===== src/rtl/linear_issue_scheduler.sv =====
// Issues indices i_beg..i_end-1 one per cycle, limited to MAX_OUTST uncollected indices.
// Define LINEAR_SCHED_PERF_EN to add the o_stall_cnt credit-starvation counter.
module linear_issue_scheduler #(
  parameter int N_ICFG    = 4,
  parameter int MAX_OUTST = 2,
  localparam int ICFG_BW  = $clog2(N_ICFG + 1),
  localparam int CBW      = $clog2(MAX_OUTST + 1)
) (
  input  logic               i_clk,
  input  logic               i_rst,
  input  logic               range_rdy,
  output logic               range_ack,
  input  logic [ICFG_BW-1:0] i_beg,
  input  logic [ICFG_BW-1:0] i_end,
  output logic               idx_rdy,
  input  logic               idx_ack,
  output logic [ICFG_BW-1:0] o_idx,
  output logic               o_last,
  input  logic               i_credit,
  output logic               o_busy,
  output logic               o_err
`ifdef LINEAR_SCHED_PERF_EN
  ,
  output logic [15:0]        o_stall_cnt
`endif
);

  typedef enum logic [1:0] {
    IDLE  = 2'd0,
    ISSUE = 2'd1,
    DRAIN = 2'd2
  } state_t;

  localparam logic [CBW-1:0] CRED_MAX = CBW'(MAX_OUTST);

  state_t             state_q, state_d;
  logic [ICFG_BW-1:0] cur_idx_q, cur_idx_d;
  logic [ICFG_BW-1:0] end_q, end_d;
  logic [CBW-1:0]     credits_q, credits_d;
  logic               err_q, err_d;
  logic               issue_s;
  logic               last_s;
`ifdef LINEAR_SCHED_PERF_EN
  logic [15:0]        stall_cnt_q, stall_cnt_d;
`endif

  // One bit wider so an end index at the top of the range cannot wrap.
  assign last_s    = (({1'b0, cur_idx_q} + {{ICFG_BW{1'b0}}, 1'b1}) == {1'b0, end_q});
  assign range_ack = i_rst & (state_q == IDLE) & range_rdy;
  assign idx_rdy   = (state_q == ISSUE) & (credits_q != {CBW{1'b0}});
  assign issue_s   = idx_rdy & idx_ack;
  assign o_idx     = cur_idx_q;
  assign o_last    = (state_q == ISSUE) & last_s;
  assign o_busy    = (state_q != IDLE);
  assign o_err     = err_q;
`ifdef LINEAR_SCHED_PERF_EN
  assign o_stall_cnt = stall_cnt_q;
`endif

  // Credit pool: issue spends one, collection returns one, both together cancel.
  always_comb begin
    credits_d = credits_q;
    err_d     = err_q;
    if (issue_s && !i_credit) begin
      credits_d = credits_q - CBW'(1);
    end else if (!issue_s && i_credit) begin
      if (credits_q == CRED_MAX) begin
        err_d = 1'b1;
      end else begin
        credits_d = credits_q + CBW'(1);
      end
    end else begin
      credits_d = credits_q;
    end
  end

  // Range walk state machine.
  always_comb begin
    state_d   = state_q;
    cur_idx_d = cur_idx_q;
    end_d     = end_q;
    case (state_q)
      IDLE: begin
        if (range_rdy) begin
          cur_idx_d = i_beg;
          end_d     = i_end;
          state_d   = (i_beg < i_end) ? ISSUE : IDLE;
        end else begin
          state_d = IDLE;
        end
      end
      ISSUE: begin
        if (issue_s) begin
          cur_idx_d = cur_idx_q + ICFG_BW'(1);
          state_d   = last_s ? DRAIN : ISSUE;
        end else begin
          state_d = ISSUE;
        end
      end
      DRAIN: begin
        state_d = (credits_d == CRED_MAX) ? IDLE : DRAIN;
      end
      default: begin
        state_d = IDLE;
      end
    endcase
  end

`ifdef LINEAR_SCHED_PERF_EN
  // Counts cycles where an index is pending but no credit is available.
  always_comb begin
    if ((state_q == ISSUE) && (credits_q == {CBW{1'b0}}) && (stall_cnt_q != 16'hFFFF)) begin
      stall_cnt_d = stall_cnt_q + 16'd1;
    end else begin
      stall_cnt_d = stall_cnt_q;
    end
  end
`endif

  // State registers; reset aborts any range and restores the full credit pool.
  always_ff @(posedge i_clk or negedge i_rst) begin
    if (!i_rst) begin
      state_q     <= IDLE;
      cur_idx_q   <= {ICFG_BW{1'b0}};
      end_q       <= {ICFG_BW{1'b0}};
      credits_q   <= CRED_MAX;
      err_q       <= 1'b0;
`ifdef LINEAR_SCHED_PERF_EN
      stall_cnt_q <= 16'd0;
`endif
    end else begin
      state_q     <= state_d;
      cur_idx_q   <= cur_idx_d;
      end_q       <= end_d;
      credits_q   <= credits_d;
      err_q       <= err_d;
`ifdef LINEAR_SCHED_PERF_EN
      stall_cnt_q <= stall_cnt_d;
`endif
    end
  end

endmodule

===== config.mk =====
export PLATFORM = sky130hd
export DESIGN_NAME = linear_issue_scheduler
export DESIGN_NICKNAME = d
export VERILOG_FILES = /design/src/rtl/linear_issue_scheduler.sv
export SDC_FILE = /design/constraint.sdc
export NUM_CORES = 1
export LEC_CHECK = 0
export CELL_PAD_IN_SITES_DETAIL_PLACEMENT = 0
export CELL_PAD_IN_SITES_GLOBAL_PLACEMENT = 1
export CORE_MARGIN = 1.5
export CORE_UTILIZATION = 31
export CTS_CLUSTER_DIAMETER = 40
export DETAILED_ROUTE_END_ITERATION = 7
export GPL_ROUTABILITY_DRIVEN = 0
export GPL_TIMING_DRIVEN = 1
export PLACE_DENSITY_LB_ADDON = 0.1
export SLEW_MARGIN = 20
export SYNTH_ARGS = -nofsm -noshare
export SYNTH_HDL_FRONTEND = slang
export SYNTH_SLANG_ARGS = --single-unit

===== constraint.sdc =====
create_clock -name i_clk -period 1.4 [get_ports i_clk]
set_input_delay 0.14 -clock i_clk [delete_from_list [all_inputs] [get_ports i_clk]]
set_output_delay 0.14 -clock i_clk [all_outputs]
set_load 0.03 [all_outputs]

==> metrics.cfg, run 1 <==
[power_and_ir_drop]
pwr-share-comb_pct = 75.6
p_switching_mw = 1.47
swShare_pct = 42.1
p_leak_nw = 0.607
pwr-share-clk_pct = 6.9
pwr-share-seq_pct = 17.5
p_int_mw = 2.03
peakVddDrop_uv = 1340
powerDensity_mw_per_mm2 = 2580

[clock_network]
cts_buffers = 3
cts_sinks = 11
cts_tree = done
clk_path_buf_depth = 2
hold_buffers = 0
clock_latency_ns = 0.29
clk_pin_slew_ns = 0.08
root_buffer = clkbuf_4
cts_htree_levels = 1

[synth]
synthesis.instances = 81
synth.avg_cell_area_um2 = 9.07
yosys_warnings = 0
yosys.area.top_type = dfrtp_1
syn_area_um2 = 734
synth.area.top_cells = dfrtp_1, ha_1, o21ai_0, nand2_1, inv_1
ys_seq_area_share_pct = 37.6
yosysTopAreaCellShare_pct = 34.1
syn_nets = 98
synth-seq-cells = 11
synth.distinct_cells = 33

[global_routing]
track_usage_pct = 18.3
antenna_found_initial = 0
grt_pass1_wl_mm = 3.49
overflow = 0
grt_max_degree = 12
grt_pass1_vias = 746

[floorplanning]
die_h_um = 51.7
ios = 19
dieArea_mm2 = 0.00267
placeableCoreArea_mm2 = 0.00223
start_util_pct = 32.9
dieWidth_um = 51.7
num_rows = 17

[finish]
fillers = 195
most-common-layout-cells = buf_4, clkdlybuf4s50_1, nand2_1, buf_6
design_area_mm2 = 0.00136
multi_input_area_um2 = 583
layout.cells.non_filler = 156
layout-area-overhead-vs-synth_pct = 84.5
final_common_cell = buf_4
antennaDiodeCount = 0
drive_above_1_share_pct = 50.0
fin_nets = 146
layout.area.seq_um2 = 282

[sta]
setup-violations-final = 10
fin_skew_ns = 0.00630
fmax_ghz = 0.615
worst_slew_pin_slew_ns = 0.300
setup_slack_ns = -0.227
fin_crit_ns = 1.63
slew_violations = 0
finalHoldViolations = 0
fin_crit_sh_pct = 116
slew_headroom_pct = 80.0
rsz0062_at_grt = yes

[placed_design]
place_hpwl_mm = 1.44
post_dp_cell_area_mm2 = 0.00114
io_buffers = 18
post-place-cells = 144

[detailed_routing]
via_count = 731
drc = 0
wl_mm = 2.18
drt_iter0_markers = 9
via_per_inst = 4.69
final_antenna_net_count = 0
drt_first_pass_iters = 4
post_drt_wl_per_cell_um = 14.0

[setup_path]
critPathKind = flop to output port
required_ns = 1.26
end_kind = output port
arrival_ns = 1.49
start_kind = flop
critPathMaxFanout = 3

[run]
drv_cap = 0

[run_status]
violations = negative setup slack
status = finished with violations

[min_path]
hold_class = primary input to asynchronous set/reset pin

[registers in the layout, indices dropped and copies added, names as in the netlist]
signal     count
end_q          3
o_idx          3
credits_q      2
state_q        2
o_err          1
[final cells by class]
class                           instances  share of cell area [%]
Inverter                                8                    2.22
Timing Repair Buffer                   44                    29.5
Clock buffer                            4                    1.94
Sequential cell                        11                    20.8
Multi-Input combinational cell         61                    43.0
Tap cell                               28                    2.59
[critical path: stages, from the launching register on]
cell and delay (ns):
dfrtp_2 0.44, ha_4 0.27, xnor2_4 0.15, nand3_2 0.11, nor2_4 0.10, buf_6 0.13
[cell families (layout without fill, tap and decap cells)]
family	count (synthesis)	in the layout	share of synthesized area (%)
and+or+nand+nor	31	31	23.8
AOI/OAI and AO/OA	19	19	17.2
DFF	11	11	37.6
buffers and inverters	9	56	4.77
adders and majority gates	6	6	10.2
xor gates and xnor gates	3	3	3.58
muxes	2	2	2.73
[cells in the mapped netlist, drive strengths merged]
master / n
o311ai: 1
nand4bb: 1
dfrtp: 10
and4bb: 1
a41oi: 1
a22oi: 1
nand3: 1
nand4: 1
ha: 6
xnor2: 2
a41o: 1
a21oi: 1
a21o: 1
nor2: 8
nor3: 1
nand4b: 1
nand2b: 3
dfstp: 1
xor2: 1
and2: 3
buf: 1
a21boi: 1
o21ai: 10
mux2i: 2
a211oi: 1
inv: 8
a211o: 1
nand2: 9
nor3b: 2
[final timing paths]
| path | startpoint | to | slack (ns) | cells past startpoint |
|---|---|---|---|---|
| max | o_idx[1] | o_last | -0.23 | 5 |
| min | i_rst | o_idx[1] | 0.20 | 2 |
| max reg2reg | o_idx[1] | state_q[1] | -0.19 | 7 |
| min reg2reg | o_err | o_err | 0.46 | 1 |
| max in group asynchronous | i_rst | credits_q[1] | 0.96 | 2 |
| min in group i_clk | i_end[0] | end_q[0] | 0.41 | 3 |
[per-layer routing]
metal  global-route usage (%)  up-vias  wire, µm
met4                     7.02        0        27
met5                        0        -         0
met3                     4.89        3       116
met1                     25.5      330      1070
met2                     26.9       18       961
li1                         -      380         -
[stage by stage]
| step | hold slack, ns | worst slack [ns] | power, mW | utilization, % | TNS [ns] |
|---|---|---|---|---|---|
| after floorplan | -0.156 | -0.0679 | 1.74 | - | -0.251 |
| after detailed placement | 0.455 | -0.138 | 2.50 | 51.0 | -0.593 |
| after global placement | 0.449 | -0.120 | 2.49 | 51.0 | -0.586 |
| after CTS | 0.212 | -0.221 | 3.17 | 57.9 | -0.806 |
| after global routing | 0.254 | -0.285 | 3.73 | 60.7 | -1.40 |
| final | 0.201 | -0.227 | 3.50 | 60.7 | -0.877 |
[power by group through the flow]
stage,sequential (mW),clock (mW),combinational [mW]
4_1_cts,0.616,0.244,2.31
3_3_place_gp,0.611,0,1.88
5_1_grt,0.631,0.257,2.84
2_1_floorplan,0.711,0,1.03
3_5_place_dp,0.613,0,1.89
6_report,0.614,0.242,2.65
[timing repair]
| item | 4_1_cts | 5_1_grt |
|---|---|---|
| setup endpoints to repair | 16 | 12 |
| buffers inserted | 6 | 3 |
| pin swaps | 13 | 7 |
| gates resized for setup | 24 | 14 |
(Power assumes the default switching activity.)
==> run 2: changes to the inputs <==
==> constraint.sdc (replaced) <==
create_clock -name i_clk -period 1.4 [get_ports i_clk]
set_input_delay 0.28 -clock i_clk [delete_from_list [all_inputs] [get_ports i_clk]]
set_output_delay 0.28 -clock i_clk [all_outputs]
set_load 0.03 [all_outputs]
==> metrics.cfg, run 2 (synthesis gave the netlist of run 1 again) <==
[global_routing]
track_usage_pct = 17.0  ; -1.3 points
grt_max_degree = 12  ; unchanged
overflow = 0  ; unchanged
grt_pass1_wl_mm = 3.39  ; -2.8%
antenna_found_initial = 0  ; unchanged
grt_pass1_vias = 752  ; +0.80%

[run_status]
status = finished with violations
violations = negative setup slack

[detailed_routing]
via_count = 743  ; +1.6%
drt_first_pass_iters = 4  ; unchanged
wl_mm = 2.05  ; -5.9%
wl_met1_um = 978  ; -8.8%
drt_iter0_markers = 7  ; -2
wl_met3_um = 64  ; -45%
final_antenna_net_count = 0  ; unchanged
top_layer = met3
drc = 0  ; unchanged
post_drt_wl_per_cell_um = 13.1  ; -5.9%
via_per_inst = 4.76  ; +1.6%
route.met2.wl_mm = 1.01  ; +4.7%

[finish]
utilization_pct = 60.8  ; +0.11 points
fin_nets = 146  ; unchanged
multi_input_area_um2 = 591  ; +1.3%
fillers = 204  ; +4.6%
layout.area.seq_um2 = 280  ; -0.44%
layout-area-overhead-vs-synth_pct = 84.8
most-common-layout-cells = buf_4, clkdlybuf4s50_1, buf_6, nand2_1, dfrtp_1
layout.cells.non_filler = 156  ; unchanged
final_common_cell = buf_4
antennaDiodeCount = 0  ; unchanged
drive_above_1_share_pct = 53.1  ; +3.1 points

[min_path]
hold_class = primary input to asynchronous set/reset pin

[sta]
finalHoldViolations = 0  ; unchanged
worst_slew_pin_slew_ns = 0.278  ; -0.0226 ns
fin_crit_sh_pct = 128  ; +12 points
fin_crit_ns = 1.80  ; +0.169 ns
setup-violations-final = 10  ; unchanged
fmax_ghz = 0.557  ; -9.4%
fin_skew_ns = 0.0142  ; +0.00791 ns
slew_headroom_pct = 81.2  ; +1.1 points
setup_slack_ns = -0.396  ; -0.169 ns
rsz0062_at_grt = yes
slew_violations = 0  ; unchanged

[run]
drv_cap = 0  ; unchanged

[floorplanning]
dieWidth_um = 51.7  ; unchanged
dieArea_mm2 = 0.00267  ; unchanged
ios = 19  ; unchanged
die_h_um = 51.7  ; unchanged
placeableCoreArea_mm2 = 0.00223  ; unchanged
start_util_pct = 32.9  ; unchanged
num_rows = 17  ; unchanged

[power_and_ir_drop]
powerDensity_mw_per_mm2 = 2470  ; -4.3%
peakVddDrop_uv = 1380  ; +3.2%
swShare_pct = 42.4  ; +0.33 points
p_switching_mw = 1.42  ; -3.4%
p_leak_nw = 0.608  ; +0.19%
pwr-share-comb_pct = 75.4  ; -0.2 points
pwr-share-clk_pct = 6.6  ; -0.3 points
pwr-share-seq_pct = 18.0  ; +0.5 points
p_int_mw = 1.93  ; -4.7%

[placed_design]
place_hpwl_mm = 1.49  ; +3.7%
io_buffers = 18  ; unchanged
post-place-cells = 150  ; +4.2%

[clock_network]
clk_pin_slew_ns = 0.08  ; about the same
clk_path_buf_depth = 2  ; unchanged
clock_latency_ns = 0.27  ; -0.02 ns
hold_buffers = 0  ; unchanged
cts_tree = done
cts_sinks = 11  ; unchanged
root_buffer = clkbuf_4
cts_htree_levels = 1  ; unchanged
cts_buffers = 3  ; unchanged

[setup_path]
critPathKind = flop to output port
arrival_ns = 1.52  ; +0.03 ns
end_kind = output port
critPathMaxFanout = 3  ; unchanged
required_ns = 1.12  ; -0.14 ns
regToRegSetupSlack_ns = -0.14  ; +0.05 ns
start_kind = flop

[run 2: cell types whose count changed in the layout (fill, tap and decap cells not counted), sizes merged]
cell	before	now
clkbuf	4	3
buf	30	33
dlygate4sd2	4	1
clkinv	0	1
[run 2: through the flow]
| step | setup TNS, ns | instance area [µm²] | setup WS (ns) | hold WS [ns] | power, mW |
|---|---|---|---|---|---|
| global placement | -1.43 | 1210 | -0.247 | 0.448 | 2.77 |
| detailed placement | -1.55 | 1210 | -0.257 | 0.447 | 2.81 |
| floorplan | -0.404 | 837 | -0.132 | -0.0156 | 1.91 |
| global route | -1.82 | 1360 | -0.463 | 0.343 | 3.60 |
| finish | -1.22 | 1360 | -0.396 | 0.334 | 3.36 |
| CTS | -1.43 | 1320 | -0.404 | 0.345 | 3.28 |
[run 2: final timing paths]
kind                              startpoint           end  cells after the start
worst max-delay path                o_idx[1]        o_last                      5
worst min-delay path                   i_rst      end_q[1]                      2
worst max register to register  credits_q[1]    state_q[0]                      5
worst min register to register         o_err         o_err                      1
max in group asynchronous              i_rst  credits_q[1]                      2
min in group i_clk                     o_err         o_err                      1
[run 2: layer usage]
metal / global-route usage (%) / vias up
met5: 0 / -
met2: 28.2 / 13
met1: 23.2 / 352
met4: 2.63 / 0
met3: 3.45 / 0
li1: - / 378
[run 2: power groups by stage]
stage	logic (mW)	registers (mW)	clock network [mW]
3_3_place_gp	2.18	0.594	0
6_report	2.53	0.605	0.221
3_5_place_dp	2.21	0.600	0
2_1_floorplan	1.19	0.724	0
5_1_grt	2.73	0.630	0.240
4_1_cts	2.45	0.599	0.228
[run 2: layout make-up]
type                    instances  area share, %
repair buffers                 44           29.0
clock inverters                 1          0.369
clock buffers                   3           1.66
flip-flops and latches         11           20.6
multi-input cells              61           43.5
inverters                       8           2.21
well taps                      28           2.58
[run 2: timing repair]
item	CTS	global route
setup buffers	3	0
endpoints found under the setup margin	12	12
gates resized for setup	24	12
pin swaps	8	10
[run 2: critical path, stage by stage (launching register included)]
cell and delay, ns:
dfrtp_2 0.44, ha_4 0.27, xnor2_4 0.19, nand3_2 0.11, nor2_4 0.10, buf_6 0.13
